$ cat src/rtl/reaction_pkg.sv
// Package: reaction_pkg
// Shared state encodings for the reaction-time session controller.
// The 3-bit values are fixed because the display/debug path decodes them.
package reaction_pkg;

  typedef enum logic [2:0] {
    IDLE  = 3'd0,
    ARM   = 3'd1,
    WAIT  = 3'd2,
    GO    = 3'd3,
    FOUL  = 3'd4,
    STORE = 3'd5,
    NEXT  = 3'd6,
    DONE  = 3'd7
  } stateT;

endpackage

$ cat src/rtl/reaction_session_ctrl_edge_detect.sv
// Module: edge_detect
// Rising-edge pulse generator for an already debounced, synchronous level.
// Ports:
//   Clock  - rising-edge clock
//   reset  - asynchronous, active-high reset (clears the history bit)
//   level  - input level
//   pulse  - high for the cycle in which level is 1 and was 0 last cycle
module edge_detect (
  input  logic Clock,
  input  logic reset,
  input  logic level,
  output logic pulse
);

  logic levelPrev;

  always_ff @(posedge Clock or posedge reset) begin
    if (reset) levelPrev <= 1'b0;
    else       levelPrev <= level;
  end

  // A button still held from an earlier phase has levelPrev=1 and never fires.
  assign pulse = level & ~levelPrev;

endmodule

$ cat src/rtl/reaction_session_ctrl.sv
// Module: reaction_session_ctrl
// Multi-round reaction-time game sequencer. Each round runs a red wait,
// a green go phase and hit capture, then writes the score into the next
// register-file slot. It also detects false starts and misses, and it
// tracks the best (lowest) non-foul score.
// Ports:
//   Clock, buttonReset                  - clock, async active-high reset
//   buttonStart, buttonHit              - debounced buttons (rising edge acts)
//   delayCounterDone, scoreCounter      - external delay / reaction counters
//   RedLed, ledGreen, ledFoul           - indicators
//   delayCounterClear/Enable            - delay counter control
//   scoreCounterClear/Enable            - score counter control
//   registerLoad, registerLoadData,
//   WriteAddress                        - register-file write port
//   roundIndex, bestScore, sessionDone  - session status
//
// state | meaning
// IDLE  | between rounds, waiting for start
// ARM   | clear delay and score counters
// WAIT  | red LED, random delay running
// GO    | green LED, reaction count running
// FOUL  | hit seen during red wait
// STORE | write captured score, update best
// NEXT  | advance round or finish session
// DONE  | session complete, start begins a new one
module reaction_session_ctrl
  import reaction_pkg::*;
#(
  parameter int                 SCORE_W    = 13,
  parameter int                 ADDR_W     = 3,
  parameter int                 ROUNDS     = 4,
  parameter int                 BASE_ADDR  = 1,
  parameter logic [SCORE_W-1:0] MAX_SCORE  = 13'h1FFF,
  parameter logic [SCORE_W-1:0] FOUL_SCORE = 13'h1FFE
) (
  input  logic               Clock,
  input  logic               buttonReset,
  input  logic               buttonStart,
  input  logic               buttonHit,
  input  logic               delayCounterDone,
  input  logic [SCORE_W-1:0] scoreCounter,
  output logic               RedLed,
  output logic               ledGreen,
  output logic               ledFoul,
  output logic               delayCounterClear,
  output logic               delayCounterEnable,
  output logic               scoreCounterClear,
  output logic               scoreCounterEnable,
  output logic               registerLoad,
  output logic [SCORE_W-1:0] registerLoadData,
  output logic [ADDR_W-1:0]  WriteAddress,
  output logic [ADDR_W-1:0]  roundIndex,
  output logic [SCORE_W-1:0] bestScore,
  output logic               sessionDone
);

  logic               startEdge;
  logic               hitEdge;
  stateT              state;
  logic [SCORE_W-1:0] captured;
  logic [ADDR_W-1:0]  writeAddr;
  logic [ADDR_W-1:0]  slotAddr;

  edge_detect uStartEdge (
    .Clock (Clock),
    .reset (buttonReset),
    .level (buttonStart),
    .pulse (startEdge)
  );

  edge_detect uHitEdge (
    .Clock (Clock),
    .reset (buttonReset),
    .level (buttonHit),
    .pulse (hitEdge)
  );

  assign slotAddr = ADDR_W'(BASE_ADDR) + roundIndex;

  always_ff @(posedge Clock or posedge buttonReset) begin
    if (buttonReset) begin
      state      <= IDLE;
      roundIndex <= '0;
      bestScore  <= '1;
      captured   <= '0;
      writeAddr  <= '0;
    end else begin
      case (state)
        IDLE: if (startEdge) state <= ARM;
        ARM:  state <= WAIT;
        WAIT: begin
          // A hit always wins over delay expiry in the same cycle.
          if (hitEdge) begin
            captured  <= FOUL_SCORE;
            writeAddr <= slotAddr;
            state     <= FOUL;
          end else if (delayCounterDone) begin
            state <= GO;
          end
        end
        GO: begin
          if (hitEdge) begin
            captured  <= scoreCounter;
            writeAddr <= slotAddr;
            state     <= STORE;
          end else if (scoreCounter == MAX_SCORE) begin
            captured  <= MAX_SCORE;
            writeAddr <= slotAddr;
            state     <= STORE;
          end
        end
        FOUL: state <= STORE;
        STORE: begin
          if (captured != FOUL_SCORE && captured < bestScore) bestScore <= captured;
          state <= NEXT;
        end
        NEXT: begin
          if (roundIndex == ADDR_W'(ROUNDS - 1)) begin
            state <= DONE;
          end else begin
            roundIndex <= roundIndex + 1'b1;
            state      <= IDLE;
          end
        end
        DONE: begin
          if (startEdge) begin
            roundIndex <= '0;
            bestScore  <= '1;
            state      <= ARM;
          end
        end
        default: state <= IDLE;
      endcase
    end
  end

  // Moore decode of the state register. Outputs drop as soon as reset
  // forces the state back to IDLE.
  always_comb begin
    RedLed             = 1'b0;
    ledGreen           = 1'b0;
    ledFoul            = 1'b0;
    delayCounterClear  = 1'b0;
    delayCounterEnable = 1'b0;
    scoreCounterClear  = 1'b0;
    scoreCounterEnable = 1'b0;
    registerLoad       = 1'b0;
    sessionDone        = 1'b0;
    case (state)
      ARM: begin
        delayCounterClear = 1'b1;
        scoreCounterClear = 1'b1;
      end
      WAIT: begin
        RedLed             = 1'b1;
        delayCounterEnable = 1'b1;
      end
      GO: begin
        ledGreen           = 1'b1;
        scoreCounterEnable = 1'b1;
      end
      FOUL:    ledFoul      = 1'b1;
      STORE:   registerLoad = 1'b1;
      DONE:    sessionDone  = 1'b1;
      default: ;
    endcase
  end

  assign registerLoadData = captured;
  assign WriteAddress     = writeAddr;

endmodule

$ cat config.mk
export PLATFORM = sky130hd
export DESIGN_NAME = reaction_session_ctrl
export DESIGN_NICKNAME = d
export VERILOG_FILES = /design/src/rtl/reaction_pkg.sv /design/src/rtl/reaction_session_ctrl_edge_detect.sv /design/src/rtl/reaction_session_ctrl.sv
export SDC_FILE = /design/constraint.sdc
export NUM_CORES = 1
export LEC_CHECK = 0
export CAP_MARGIN = 25
export CORE_MARGIN = 3
export CORE_UTILIZATION = 30
export DETAILED_ROUTE_END_ITERATION = 16
export PLACE_DENSITY = 0.6
export SLEW_MARGIN = 40
export SYNTH_ARGS = -nofsm -noshare
export SYNTH_HDL_FRONTEND = slang
export SYNTH_HIERARCHICAL = 1
export SYNTH_SLANG_ARGS = --single-unit
$ cat constraint.sdc
create_clock -name Clock -period 2.1 [get_ports Clock]
set_clock_uncertainty 0.1 [all_clocks]
set_input_delay 0.42 -clock Clock [delete_from_list [all_inputs] [get_ports Clock]]
set_output_delay 0.42 -clock Clock [all_outputs]
set_load 0.01 [all_outputs]
==> results.yml <==
run_status:
  status: "completed"
yosys:
  synth-seq-cells: 37
  post-synth-top-count-cell: "dfrtp_1"
  synthFlopType: "dfrtp_1"
  synth_area_leader_cell: "dfrtp_1"
  avgSynthCellArea_sq_um: 10.7
  ys_types: 40
  synth-async-reset-ratio_pct: 100
  syn-cell-area_sq_um: 2070
  yosys_warnings: 6
  synth.yosys.seq_area_share_pct: 45.4
  synthesis.nets: 226
  yosysTopAreaCellShare_pct: 29.0
  synth_edf_count: 0
  synth_common_cells: "24 x dfrtp_1, 22 x nand2_1, 19 x inv_1"
  synth_cells: 194
  post_synth_main_area_contributors: "dfrtp_1 29%, dfstp_2 16%, ha_1 8.4%, mux2_4 7.2%, o22a_1 5.1%"
worst_setup_path:
  regToRegEndpoint: "bestScore[2]"
  start_kind: "flip-flop"
  slowest_stage: "dfstp_2"
  critPathKind: "reg -> reg"
  timing.reg2reg.worst_path_depth: 8
  required_ps: 2220
  worst_path_largest_cell_delay_ps: 540
  cp-end-kind: "flip-flop"
  path_delay_family: "compound AO/OA/AOI/OAI gates"
  cp_data_arrival_time_ps: 2160
  path_max_fanout: 7
  r2r_start: "bestScore[12]"
  critPathBufInv: 2
  crit_chain: "inv_1, ha_4, a21oi_1, o211ai_1, a211oi_2, o21ai_2, buf_6, mux2_4"
  ff2ff_setup_slack_ps: 60
global_routing:
  grt_usage_pct: 13.9
  grt_max_degree: 23
  grt_pass1_vias: 1775
  overflow: 0
  antenna_found_initial: 0
  grt_first_pass_wirelength_um: 8510
timing:
  maxSlewHeadroom_pct: 70.9
  max_freq_mhz: 491
  hold_ws_ps: 246
  finalHoldViolations: 0
  worst_pin_slew_ps: 436
  fin_crit_ps: 2040
  fin_crit_sh_pct: 97.1
  setup_viol: 0
  tns_ps: 0
  drv_slew: 0
flow_run:
  maxCapViolations: 0
power_and_ir_drop:
  peakVddDrop_uv: 623
  p_int_mw: 2.83
  pwr-share-clk_pct: 10.8
  p_leak_nw: 1.45
  p_per_area_nw_per_um2: 1450
  p_sw_share_pct: 37.8
  combPwrFrac_pct: 59.6
  seq_power_share_pct: 29.6
  p_switching_mw: 1.72
placement:
  gp_congestion: 0.795
  dp_hpwl_um: 4120
  placed_cell_area_sq_um: 2910
  port_buffers: 58
clock_tree:
  clk_path_buf_depth: 2
  h-tree-depth: 2
  clock_latency_ps: 290
  path_clk_slew_ps: 70
  numCtsBuffers: 5
  cts_tree: "built"
  clock-root-buffer: "clkbuf_8"
  cts_sinks: 37
drt:
  drt-initial-drc-count: 75
  vias: 1754
  via_per_inst: 4.89
  routed_wl_um: 5460
  dr.pass1.iters: 4
  route.detailed.drc: 0
  wl_per_cell_um: 15.2
  ant_nets: 0
floorplan:
  num_rows: 29
  io_pins: 59
  dieArea_sq_um: 7950
  die_h_um: 89.2
  core-area_sq_um: 6530
  start_util_pct: 31.8
  die_x_um: 89.2
layout:
  nets: 313
  syn_to_final_growth_pct: 51.1
  diodes: 0
  stdcell_area_sq_um: 3140
  layout-drive-gt1-share_pct: 33.0
min_path:
  hp-class: "in -> async"
==> repair_timing <==
item	CTS	global route
buffers inserted	3	1
pin swaps	2	7
hold buffers	0	0
endpoints found under the setup margin	22	14
resized for setup	14	18
cloned	0	0
==> worst register-to-register path: cells and delay by family (launching register included) <==
kind / cells / cell delay, ps
adder cells (fa/ha/maj): 1 / 220
AO/OA/AOI/OAI: 4 / 580
buffers and inverters: 2 / 230
multiplexers: 1 / 300
flip-flops: 1 / 540
==> worst max path at each step <==
stage / from / end / slack (ps) / depth (start not counted)
3_5_place_dp: scoreCounter[11] / state[2] / -130 / 7
5_1_grt: bestScore[12] / bestScore[2] / -30 / 8
4_1_cts: bestScore[12] / bestScore[9] / -10 / 9
2_1_floorplan: bestScore[12] / bestScore[0] / 7 / 8
3_3_place_gp: scoreCounter[11] / WriteAddress[1] / -80 / 7
6_report: bestScore[12] / bestScore[2] / 60 / 8
==> placed cells by master, fill, tap and decap left out, drive strengths merged, types with 3 or more instances in the layout <==
| cell | count |
|---|---|
| o21ai | 11 |
| mux2 | 14 |
| inv | 19 |
| dlygate4sd2 | 7 |
| dfstp | 13 |
| nor2b | 3 |
| nand2 | 22 |
| nand2b | 6 |
| clkbuf | 6 |
| o22a | 12 |
| buf | 32 |
| ha | 14 |
| a21oi | 8 |
| nand3 | 5 |
| clkdlybuf4s50 | 50 |
| nor2 | 8 |
| dfrtp | 24 |
| nand4 | 3 |
==> per-stage QoR <==
step	setup slack (ps)	util, %	std cells	total power, mW
after global routing	-29.6	48.0	359	4.91
after CTS	-12.6	46.2	358	4.34
after floorplan	7.13	-	194	2.65
after global placement	-83.5	44.6	347	3.76
after detailed placement	-129	44.6	347	3.81
final	61.6	48.0	359	4.56
==> cells by family (layout without fill, tap and decap cells) <==
kind of cell / Yosys count / in the layout / synth area share [%]
and+or+nand+nor: 55 / 55 / 14.4
adders and majority gates: 14 / 14 / 8.44
muxes: 16 / 16 / 10.4
buffers and inverters: 29 / 117 / 6.51
DFF: 37 / 37 / 45.4
AOI/OAI and AO/OA: 43 / 43 / 14.8
==> area by class of cell <==
class	count	area (sq um)
Tap cell	77	96.3
Clock buffer	6	72.6
Inverter	19	71.3
Fill cell	627	3400
Sequential cell	37	946
Timing Repair Buffer	90	835
Clock inverter	2	10.0
Multi-Input combinational cell	128	1100
==> state kept, by name, indices dropped and copies added (netlist names) <==
| signal | flops |
|---|---|
| registerLoadData | 13 |
| uStartEdge/levelPrev | 1 |
| WriteAddress | 3 |
| bestScore | 13 |
| state | 3 |
| uHitEdge/levelPrev | 1 |
| roundIndex | 3 |
==> power groups by stage <==
stage / registers [mW] / logic, mW / clock network, mW
floorplan: 1.40 / 1.25 / 0
detailed placement: 1.34 / 2.47 / 0
global placement: 1.33 / 2.43 / 0
finish: 1.35 / 2.72 / 0.490
CTS: 1.32 / 2.52 / 0.499
global route: 1.39 / 2.99 / 0.526
==> routing by layer <==
metal / wire (um) / share of wire (%) / track usage, %
met5: 0 / 0 / 0
met4: 57 / 1.0 / 4.47
met3: 261 / 4.8 / 2.58
met2: 2460 / 45 / 21.2
met1: 2670 / 49 / 19.8
Note: power is estimated with default switching activity, not from simulation.
